**config.mk**
```make
export PLATFORM = sky130hd
export DESIGN_NAME = div_mult_unit
export DESIGN_NICKNAME = d
export VERILOG_FILES = /design/src/rtl/div_mult_unit.sv
export SDC_FILE = /design/constraint.sdc
export NUM_CORES = 1
export LEC_CHECK = 0
export BUFFER_PORTS_ARGS = -buffer_cell sky130_fd_sc_hd__buf_2
export CAP_MARGIN = 30
export CORE_MARGIN = 3
export CORE_UTILIZATION = 56
export DETAILED_ROUTE_END_ITERATION = 6
export GPL_TIMING_DRIVEN = 0
export PLACE_DENSITY = 0.85
export SYNTH_ARGS = -nofsm -noshare
export SYNTH_HDL_FRONTEND = slang
export SYNTH_SLANG_ARGS = --single-unit
```
**constraint.sdc**
```tcl
create_clock -name clk -period 4.9 [get_ports clk]
set_clock_uncertainty 0.1 [all_clocks]
set_input_delay 0.49 -clock clk [delete_from_list [all_inputs] [get_ports clk]]
set_output_delay 0.49 -clock clk [all_outputs]
set_load 0.05 [all_outputs]
```
**src/rtl/div_mult_unit.sv**
```systemverilog
// Sequential 32-bit signed multiply (radix-2 Booth) / divide (restoring, on magnitudes).
// One iteration per clock; results are published to HI/LO only on the FINISH edge.
module div_mult_unit (
   input  logic        clk,
   input  logic        reset_in,
   input  logic        start,
   input  logic        Div_Mult_Ctrl,
   input  logic [31:0] A,
   input  logic [31:0] B,
   output logic [31:0] HI,
   output logic [31:0] LO,
   output logic        busy,
   output logic        done,
   output logic        DIV0
);

   // state    | meaning
   // S_IDLE   | waiting for start; also the cycle carrying done/DIV0
   // S_CALC   | 32 Booth or restoring iterations, one per edge
   // S_FINISH | sign fix-up and publish result to HI/LO
   typedef enum logic [1:0] {S_IDLE, S_CALC, S_FINISH} state_t;

   state_t      r_state, w_next;
   logic [4:0]  r_cnt;
   logic        r_is_div, r_neg_q, r_neg_r, r_qm1;
   logic [31:0] r_m, r_lo, r_res_hi, r_res_lo;
   logic [32:0] r_hi;
   logic        r_done, r_div0;
   logic        w_accept, w_div_zero;
   logic [32:0] w_m_ext, w_booth, w_shift, w_trial;
   logic [31:0] w_abs_a, w_abs_b;

   assign w_div_zero = start && Div_Mult_Ctrl && (B == 32'd0);
   assign w_abs_a    = A[31] ? (32'd0 - A) : A;
   assign w_abs_b    = B[31] ? (32'd0 - B) : B;

   always_comb begin
      w_next   = r_state;
      w_accept = 1'b0;
      case (r_state)
         S_IDLE: begin
            if (start && !w_div_zero) begin
               w_accept = 1'b1;
               w_next   = S_CALC;
            end
         end
         S_CALC:   if (r_cnt == 5'd0) w_next = S_FINISH;
         S_FINISH: w_next = S_IDLE;
         default:  w_next = S_IDLE;
      endcase
   end

   always_ff @(posedge clk) begin
      if (reset_in) r_state <= S_IDLE;
      else          r_state <= w_next;
   end

   // 33-bit upper accumulator keeps Booth add/sub exact for -2^31 operands
   always_comb begin
      w_m_ext = {r_m[31], r_m};
      case ({r_lo[0], r_qm1})
         2'b01:   w_booth = r_hi + w_m_ext;
         2'b10:   w_booth = r_hi - w_m_ext;
         default: w_booth = r_hi;
      endcase
      w_shift = {r_hi[31:0], r_lo[31]};
      w_trial = w_shift - {1'b0, r_m};
   end

   always_ff @(posedge clk) begin
      if (reset_in) begin
         r_cnt    <= 5'd0;
         r_is_div <= 1'b0;
         r_neg_q  <= 1'b0;
         r_neg_r  <= 1'b0;
         r_qm1    <= 1'b0;
         r_m      <= 32'd0;
         r_hi     <= 33'd0;
         r_lo     <= 32'd0;
         r_res_hi <= 32'd0;
         r_res_lo <= 32'd0;
         r_done   <= 1'b0;
         r_div0   <= 1'b0;
      end else begin
         r_done <= 1'b0;
         r_div0 <= 1'b0;
         case (r_state)
            S_IDLE: begin
               if (w_div_zero) begin
                  r_done <= 1'b1;
                  r_div0 <= 1'b1;
               end else if (w_accept) begin
                  r_is_div <= Div_Mult_Ctrl;
                  r_hi     <= 33'd0;
                  r_qm1    <= 1'b0;
                  r_cnt    <= 5'd31;
                  if (Div_Mult_Ctrl) begin
                     r_m     <= w_abs_b;
                     r_lo    <= w_abs_a;
                     r_neg_q <= A[31] ^ B[31];
                     r_neg_r <= A[31];
                  end else begin
                     r_m     <= A;
                     r_lo    <= B;
                     r_neg_q <= 1'b0;
                     r_neg_r <= 1'b0;
                  end
               end
            end
            S_CALC: begin
               if (r_cnt != 5'd0) r_cnt <= r_cnt - 5'd1;
               if (r_is_div) begin
                  if (!w_trial[32]) begin
                     r_hi <= w_trial;
                     r_lo <= {r_lo[30:0], 1'b1};
                  end else begin
                     r_hi <= w_shift;
                     r_lo <= {r_lo[30:0], 1'b0};
                  end
               end else begin
                  r_hi  <= {w_booth[32], w_booth[32:1]};
                  r_lo  <= {w_booth[0], r_lo[31:1]};
                  r_qm1 <= r_lo[0];
               end
            end
            S_FINISH: begin
               r_done <= 1'b1;
               if (r_is_div) begin
                  r_res_lo <= r_neg_q ? (32'd0 - r_lo) : r_lo;
                  r_res_hi <= r_neg_r ? (32'd0 - r_hi[31:0]) : r_hi[31:0];
               end else begin
                  r_res_hi <= r_hi[31:0];
                  r_res_lo <= r_lo;
               end
            end
            default: ;
         endcase
      end
   end

   assign HI   = r_res_hi;
   assign LO   = r_res_lo;
   assign busy = (r_state != S_IDLE);
   assign done = r_done;
   assign DIV0 = r_div0;

endmodule

```
==> run metrics, run 1 <==
nets@finish=2296; vias per cell=6.59; Routed Antenna Nets=0; synth cell count leaders=nor2_1, a21oi_1, nand2_1; vias in the first global route=15000; setup_tns=0 ps; initial antenna violation count=0; top-count cell post-synth=nor2_1; unique cell type count in the Yosys netlist=81; residual DRC count=0; P&R area growth vs syn=13.3%; fin worst setup slack=79.0 ps; WL met3=7140 µm; Worst Reg2Reg Path Length in Cells=16; Rows=58; FF+latch area=0.00349 mm²; layout cells sized above 1=0.119; DR top layer=met4; # diodes=0; Fill cells=2219; First-pass DRT Iterations=7; hold endpoint=DIV0; post-place setup slack=-976 ps; Max-Cap Viols=0; Crit Path Class=flop to flop; Final Slew Violations=0; relative slew slack=0.439; PwrDens=322 mW/mm²; Clock Latency Late Sink=440 ps; # hold bufs at CTS=0; die area=0.0281 mm²; total gr overflow=0; largest net degree at the start of global routing=20; hold_sp=start; WHS=268 ps; Mapped Area=0.0146 mm²; worst hold path type=primary input to flop; GRT Total Usage=0.362; Die Height=168 µm; Critical Path RT=5110 ps; Routability Congestion=1.09; sequential share of the synthesized area=0.238; Final Hold Vio Count=0; DR WL met2=22700 µm; Combinational Power Share=0.406; first-pass GRT wire length=81900 µm; wl on met1=21600 µm; critical path startpoint category=flop; DR iter-0 viols=2292; Reg-to-Reg Start=r_lo[0]; Peak VDD IR=256 µV; Slew @ Worst Pin=841 ps; Mapped Avg Cell Area=7.31 µm²; Root Buffer=clkbuf_16; final core utilization=0.652; area of the multi-input gates=0.0105 mm²; Port Buf Inserts=132; most area-consuming cells after synthesis=dfxtp_1, a21oi_1, ha_1; RR Endpoint=r_hi[17]; clock power share=0.282; Bufs on Longest Clock Path=2; HPWL after DPL=41200 µm; f_max=207 MHz; Worst-path clk slew=80 ps; top-area cell type share of the netlist area=0.238; outcome=complete, no violations; count of boundary I/O pins=135; crit path max fanout=10; Total Power=5.33 mW; R2R Setup Slk=80 ps; CTS tree=done; P_int=3.10 mW; P_leak=6.46 nW; CTS Sinks=174; Post-Syn Instances=1997; WHS Path Cells=3; vias=16500; Tcrit/Tclk final=0.984; CP arrival=5030 ps; prevailing post-synth register cell=dfxtp_1; CTS Buf Count=17; Flop pwr share=0.311; Initial Util=0.575; Switching Fraction=0.419; Tmin final=4820 ps; switching power=2.23 mW; Chip Width=168 µm; Setup crit end kind=flop; drt wl/cell=21.5 µm; flops & latches, synth=174; fraction of registers with async set/reset=0; EDFF count, synth=0; Synthesized Nets=2140; Synthesis Warnings=0; Core ar.=0.0254 mm²; Post-Route WL=53700 µm; endpoints failing setup=0; H-tree depth=4; cell taking the most area after synthesis=dfxtp_1
## registers in the layout, indices dropped and copies added, names as in the netlist
name and cells:
HI 32, DIV0 1, r_lo 32, r_state 2
r_qm1 1, r_cnt 5, done 1, r_hi 33
r_neg_r 1, r_m 32, LO 32, r_neg_q 1
r_is_div 1
## power by group through the flow
stage,clock network [mW],registers (mW),logic (mW)
floorplan,0,1.66,1.45
global placement,0,1.67,1.96
detailed placement,0,1.67,2.00
CTS,1.49,1.64,2.06
global route,1.55,1.67,2.32
finish,1.50,1.66,2.17
## stage by stage
step	std cells	instance area, µm²
2_1_floorplan	1997	14600
3_3_place_gp	2459	15700
3_5_place_dp	2461	15700
4_1_cts	2495	16500
5_1_grt	2496	16500
6_report	2496	16500
## logic make-up after synthesis
| kind of cell | after synthesis | share of synthesized area |
|---|---|---|
| simple gates | 651 | 0.209 |
| flops | 174 | 0.238 |
| compound gates | 670 | 0.293 |
| mux | 46 | 0.0317 |
| xor+xnor | 184 | 0.110 |
| fa+ha+maj | 75 | 0.0653 |
| buf+inv | 197 | 0.0524 |
## worst max-delay path: stages (launching register included)
cell	delay (ps)
dfxtp_2	480
ha_1	200
clkbuf_1	300
buf_2	350
mux2_2	420
fa_1	430
nand2b_1	180
a21oi_1	220
o2111ai_1	300
o21ai_2	350
buf_4	210
a31o_2	190
a21oi_1	160
xnor2_1	320
o21ai_0	170
a22oi_1	200
o21ai_0	100
## layout by cell type, fill, tap and decap left out, types with 28 or more instances in the layout
master / instances
inv_1: 67
o21ai_0: 141
nand3_1: 28
clkbuf_1: 96
nand2_1: 191
xnor2_1: 80
a21oi_1: 200
a211oi_1: 107
o211ai_1: 29
xor2_1: 104
nor3_1: 33
nor2_1: 238
buf_2: 149
ha_1: 71
mux2i_1: 44
dfxtp_1: 171
## cell type report
type / instances / share of cell area
clock inverter: 14 / 0.0133
inverter: 69 / 0.0160
tap: 330 / 0.0249
sequential: 174 / 0.211
clock buffer: 18 / 0.0259
multi-input combinational: 1626 / 0.635
buffer: 123 / 0.0299
timing repair buffer: 142 / 0.0445
## timing repair
item                                    CTS  global route
gates resized for setup                  27            16
pin swaps                                 7            11
endpoints found under the hold margin     0             0
endpoints found under the setup margin   34            21
buffers inserted                          6             2
## metal layers
| layer | global-route usage | vias to the layer above |
|---|---|---|
| li1 | - | 7554 |
| met1 | 0.498 | 7560 |
| met2 | 0.548 | 1141 |
| met3 | 0.0935 | 198 |
| met4 | 0.133 | 0 |
| met5 | 0 | - |
## worst max path at each step
stage / start / endpoint / slack [ps]
6_report: r_lo[0] / r_hi[17] / 80
5_1_grt: r_lo[31] / r_hi[29] / -20
4_1_cts: r_m[4] / r_hi[32] / 10
3_5_place_dp: r_m[0] / r_hi[29] / -980
3_3_place_gp: r_m[0] / r_hi[32] / -1020
2_1_floorplan: r_m[0] / r_hi[29] / 110
No activity file was read; power rests on OpenSTA's default activity.
==> inputs of run 2 (changes only) <==
--- a/config.mk
+++ b/config.mk
@@ -11,7 +11,7 @@
 export CORE_UTILIZATION = 56
 export DETAILED_ROUTE_END_ITERATION = 6
 export GPL_TIMING_DRIVEN = 0
-export PLACE_DENSITY = 0.85
+export PLACE_DENSITY = 0.79
 export SYNTH_ARGS = -nofsm -noshare
 export SYNTH_HDL_FRONTEND = slang
 export SYNTH_SLANG_ARGS = --single-unit
==> run 2 against run 1 <==
Non-clock buffer count is 2 higher. Die area is the same. Clock power about the same. Hold slack got worse by 29 ps. Via count shrank 0.66%. Clock-buffer cell count down 1. Total power up 0.23%.
==> run metrics, run 2 (synthesis results as in run 1) <==
HPWL after DPL=43000 µm; CTS tree=done; met3 Usage GRT=0.0958; Critical Path RT=5100 ps; Die Height=168 µm; die area=0.0281 mm²; Core ar.=0.0254 mm²; met2 GRT Util=0.549; vias in the first global route=14500; vias per cell=6.54; vias=16300; Port Buf Inserts=132; most common cell after layout, fill and taps aside=nor2_1; P_leak=6.44 nW; most frequent cells in the layout=nor2_1, a21oi_1, nand2_1; Cells after DPL=2459; layout cells sized above 1=0.121; register with the most flip-flops=r_hi; relative slew slack=0.321; Post-Route WL=55300 µm; f_max=210 MHz; Routability Congestion=1.01; CTS Buf Count=17; Rows=58; # hold bufs at CTS=0; met1 Usage GRT=0.537; H-tree depth=4; Root Buffer=clkbuf_16; Chip Width=168 µm; Routed Antenna Nets=0; Clock Latency Late Sink=460 ps; Fill cells=2280; endpoints failing setup=0; first-pass GRT wire length=83400 µm; DR iter-0 viols=2178; Bufs on Longest Clock Path=2; Peak VDD IR=190 µV; Initial Util=0.575; Max-Cap Viols=0; Tcrit/Tclk final=0.970; outcome=complete, no violations; Slowest-stage cell, CP=dfxtp_2; GRT Total Usage=0.375; CP peak stage delay=470 ps; worst path cell trace=ha_1 > clkbuf_1 > clkbuf_2 > mux2_2 > inv_1 > ha_1 > nor2b_1 > o31a_1 > o31a_1 > a221o_1 > a221oi_2 > a31o_2 > o31a_1 > nand2_1 > o311ai_1 > nand3_1; First-pass DRT Iterations=7; count of boundary I/O pins=135; Crit Path Class=flop to flop; Setup crit end kind=flop; drt wl/cell=22.1 µm; Final Slew Violations=0; CP arrival=4950 ps; WHS=240 ps; number of flip-flops in the largest register=33; initial antenna violation count=1; CTS Sinks=174; count of buffer and inverter cells on the critical path=3; GR peak layer=met2; Final Hold Vio Count=0; nets@finish=2298; critical path startpoint category=flop; crit path max fanout=10; worst hold path type=primary input to flop; most frequent cell on the critical path=o31a_1; PwrDens=323 mW/mm²; Top delay family on crit path=compound AO/OA/AOI/OAI gates; Tmin final=4750 ps; largest net degree at the start of global routing=23; P&R area growth vs syn=13.4%; residual DRC count=0; Slew @ Worst Pin=1020 ps; non-filler instance count after layout=2499; total gr overflow=0; Worst-path clk slew=90 ps
-- run 2: cell types whose count changed in the layout (fill, tap and decap cells not counted), moves of 2 or more --
cell,delta
bufinv_16,-2
inv_12,+5
inv_8,-4
inv_6,+3
buf_4,+3
-- run 2: area by class of cell --
cell class	count	area, µm²	area share
tap	330	413	0.0249
clock buffer	17	425	0.0257
multi-input combinational	1626	10500	0.634
timing repair buffer	143	743	0.0449
buffer	124	499	0.0301
inverter	69	264	0.0159
antenna	1	2.50	0.000151
sequential	174	3490	0.211
clock inverter	15	218	0.0131
-- run 2: repair_timing --
| action | in CTS | in global routing |
|---|---|---|
| endpoints found under the setup margin | 34 | 30 |
| buffers inserted | 6 | 5 |
| pin swaps | 8 | 13 |
| resized for setup | 24 | 21 |
-- run 2: routing by layer --
layer,up-vias,share of wire
met4,0,0.036
met2,1026,0.41
met1,7615,0.42
met5,-,0
met3,141,0.13
li1,7562,-
-- run 2: worst register-to-register path, delay by kind of cell (launching register included) --
kind | cells | cell delay (ps)
buffers and inverters | 3 | 610
flip-flops | 1 | 470
AO/OA/AOI/OAI | 7 | 2180
multiplexers | 1 | 420
adder cells (fa/ha/maj) | 2 | 460
AND/OR/NAND/NOR | 3 | 370
-- run 2: per-stage QoR --
stage | util | instance area, µm² | TNS [ps] | setup slack [ps] | power [mW]
finish | 0.652 | 16600 | 0 | 147 | 5.34
global route | 0.652 | 16600 | -1.71 | -1.71 | 5.58
CTS | 0.648 | 16500 | -34.3 | -34.3 | 5.23
detailed placement | 0.617 | 15700 | -21560 | -975 | 3.71
global placement | 0.617 | 15700 | -21940 | -994 | 3.67
floorplan | - | 14600 | 0 | 109 | 3.11
-- run 2: worst paths after layout --
check                from        to  slack (ps)  cells past startpoint
hold reg to reg    HI[31]    HI[31]         350                      2
setup / recovery  r_lo[0]  r_hi[30]         150                     16
setup reg to reg  r_lo[0]  r_hi[30]         150                     16
hold / removal      start      DIV0         240                      3
-- run 2: report_power, final --
group,internal [mW],leakage [nW],switching (mW)
combinational,0.809,4.71,1.39
sequential,1.50,1.42,0.158
clock,0.721,0.308,0.766
==> inputs of run 3 (changes only) <==
--- a/config.mk
+++ b/config.mk
@@ -7,7 +7,6 @@
 export LEC_CHECK = 0
 export BUFFER_PORTS_ARGS = -buffer_cell sky130_fd_sc_hd__buf_2
 export CAP_MARGIN = 30
-export CORE_MARGIN = 3
 export CORE_UTILIZATION = 56
 export DETAILED_ROUTE_END_ITERATION = 6
 export GPL_TIMING_DRIVEN = 0
==> run 3 against run 2 <==
Sequential cell count stayed put. Critical path depth is 4 higher. Sequential power hardly changed. Final area hardly changed. Fmax is 2.0% lower. Routed wire length is 1.1% higher. Die area is 4.7% lower. Non-clock buffer count is 1 higher. Clock-buffer cell count stayed put. Critical endpoint is now r_hi[29]. Largest power group unchanged. Highest routed layer is now met5.
==> run metrics, run 3 (synthesis results as in run 1) <==
outcome=complete, no violations; Initial Util=0.575; DR WL met2=22800 µm; First-pass DRT Iterations=5; Tcrit/Tclk final=0.990; total gr overflow=0; vias in the first global route=14700; Final Hold Vio Count=0; Reg-to-Reg Start=r_m[0]; vias=16400; f_max=206 MHz; relative slew slack=0.383; DR top layer=met5; R2R Setup Slk=50 ps; Slew @ Worst Pin=925 ps; count of boundary I/O pins=135; hold_sp=start; Peak VDD IR=248 µV; Die Height=164 µm; Worst Reg2Reg Path Length in Cells=20; Critical Path RT=5150 ps; Max-Cap Viols=0; CP arrival=5090 ps; final core utilization=0.651; critical path startpoint category=flop; residual DRC count=0; HPWL after DPL=43400 µm; Routed Antenna Nets=0; layout cells sized above 1=0.122; # diodes=0; number of flip-flops in the largest register=33; register with the most flip-flops=r_hi; endpoints failing setup=0; CTS Sinks=174; crit path max fanout=9; first-pass GRT wire length=83700 µm; setup_tns=0 ps; P&R area growth vs syn=13.3%; final non-filler cell area=0.0165 mm²; largest net degree at the start of global routing=21; initial antenna violation count=1; worst hold path type=primary input to flop; DR iter-0 viols=1841; non-filler instance count after layout=2499; Crit Path Class=flop to flop; Root Buffer=clkbuf_16; drt wl/cell=22.4 µm; RR Endpoint=r_hi[29]; Bufs on Longest Clock Path=2; P_leak=6.42 nW; Port Buf Inserts=132; Final Slew Violations=0; wl on met1=23600 µm; post-place setup slack=-1070 ps; PwrDens=320 mW/mm²; Routability Congestion=1.00; CTS Buf Count=17; CTS tree=done; WHS Path Cells=3; Post-Route WL=55900 µm; WL met3=7040 µm; most frequent cells in the layout=nor2_1, a21oi_1, nand2_1; fin worst setup slack=51.3 ps; Tmin final=4850 ps; Setup crit end kind=flop; nets@finish=2299; Clock Latency Late Sink=450 ps; hold endpoint=DIV0; H-tree depth=4; Core ar.=0.0254 mm²; Cells after DPL=2460; Worst-path clk slew=80 ps; vias per cell=6.55; GRT Total Usage=0.409; WHS=244 ps; die area=0.0267 mm²; Total Power=5.30 mW; most common cell after layout, fill and taps aside=nor2_1; DP Area=0.0157 mm²; Rows=58; Chip Width=164 µm
-- run 3: area by class of cell --
type                    instances  area [µm²]
multi-input cells            1626       10500
fillers                      2348        8850
flip-flops and latches        174        3490
repair buffers                143         743
plain buffers                 125         503
clock buffers                  17         425
well taps                     330         413
inverters                      69         264
clock inverters                15         186
-- run 3: how the worst max path moves through the flow --
stage | start | slack (ps) | cells past startpoint | to
after floorplan | r_m[0] | 110 | 20 | r_hi[29]
after global placement | r_m[0] | -930 | 20 | r_hi[29]
after global routing | r_lo[31] | -80 | 21 | r_hi[29]
after detailed placement | r_m[0] | -1070 | 20 | r_hi[29]
after CTS | r_lo[31] | -20 | 20 | r_hi[29]
final | r_m[0] | 50 | 20 | r_hi[29]
-- run 3: power by group --
part | total, mW | internal [mW] | switching [mW]
registers | 1.66 | 1.50 | 0.159
logic | 2.21 | 0.812 | 1.39
clock network | 1.43 | 0.696 | 0.734
-- run 3: routing by layer --
metal	global-route usage	up-vias
li1	-	7582
met1	0.559	7612
met2	0.603	1014
met3	0.111	167
met4	0.160	2
met5	0	-
-- run 3: what timing repair did --
action / CTS / global route
setup buffers: 6 / 4
gates resized for setup: 25 / 25
setup endpoints to repair: 34 / 30
endpoints found under the hold margin: 0 / 0
pin swaps: 6 / 9
hold buffers: 0 / 0
-- run 3: critical path, stage by stage, from the launching register on --
cell and delay (ps):
dfxtp_4 410, ha_1 180, inv_1 60, fa_2 400, a21oi_4 230, o211ai_1 200
o311a_1 390, a311oi_2 380, nor3_2 120, o41ai_2 260, buf_4 190, o21bai_2 90
a21oi_1 150, o21ai_1 130, ha_4 320, clkinv_4 100, or3_1 370, o21ai_0 80
nand2_1 70, or3_1 330, a22o_1 200
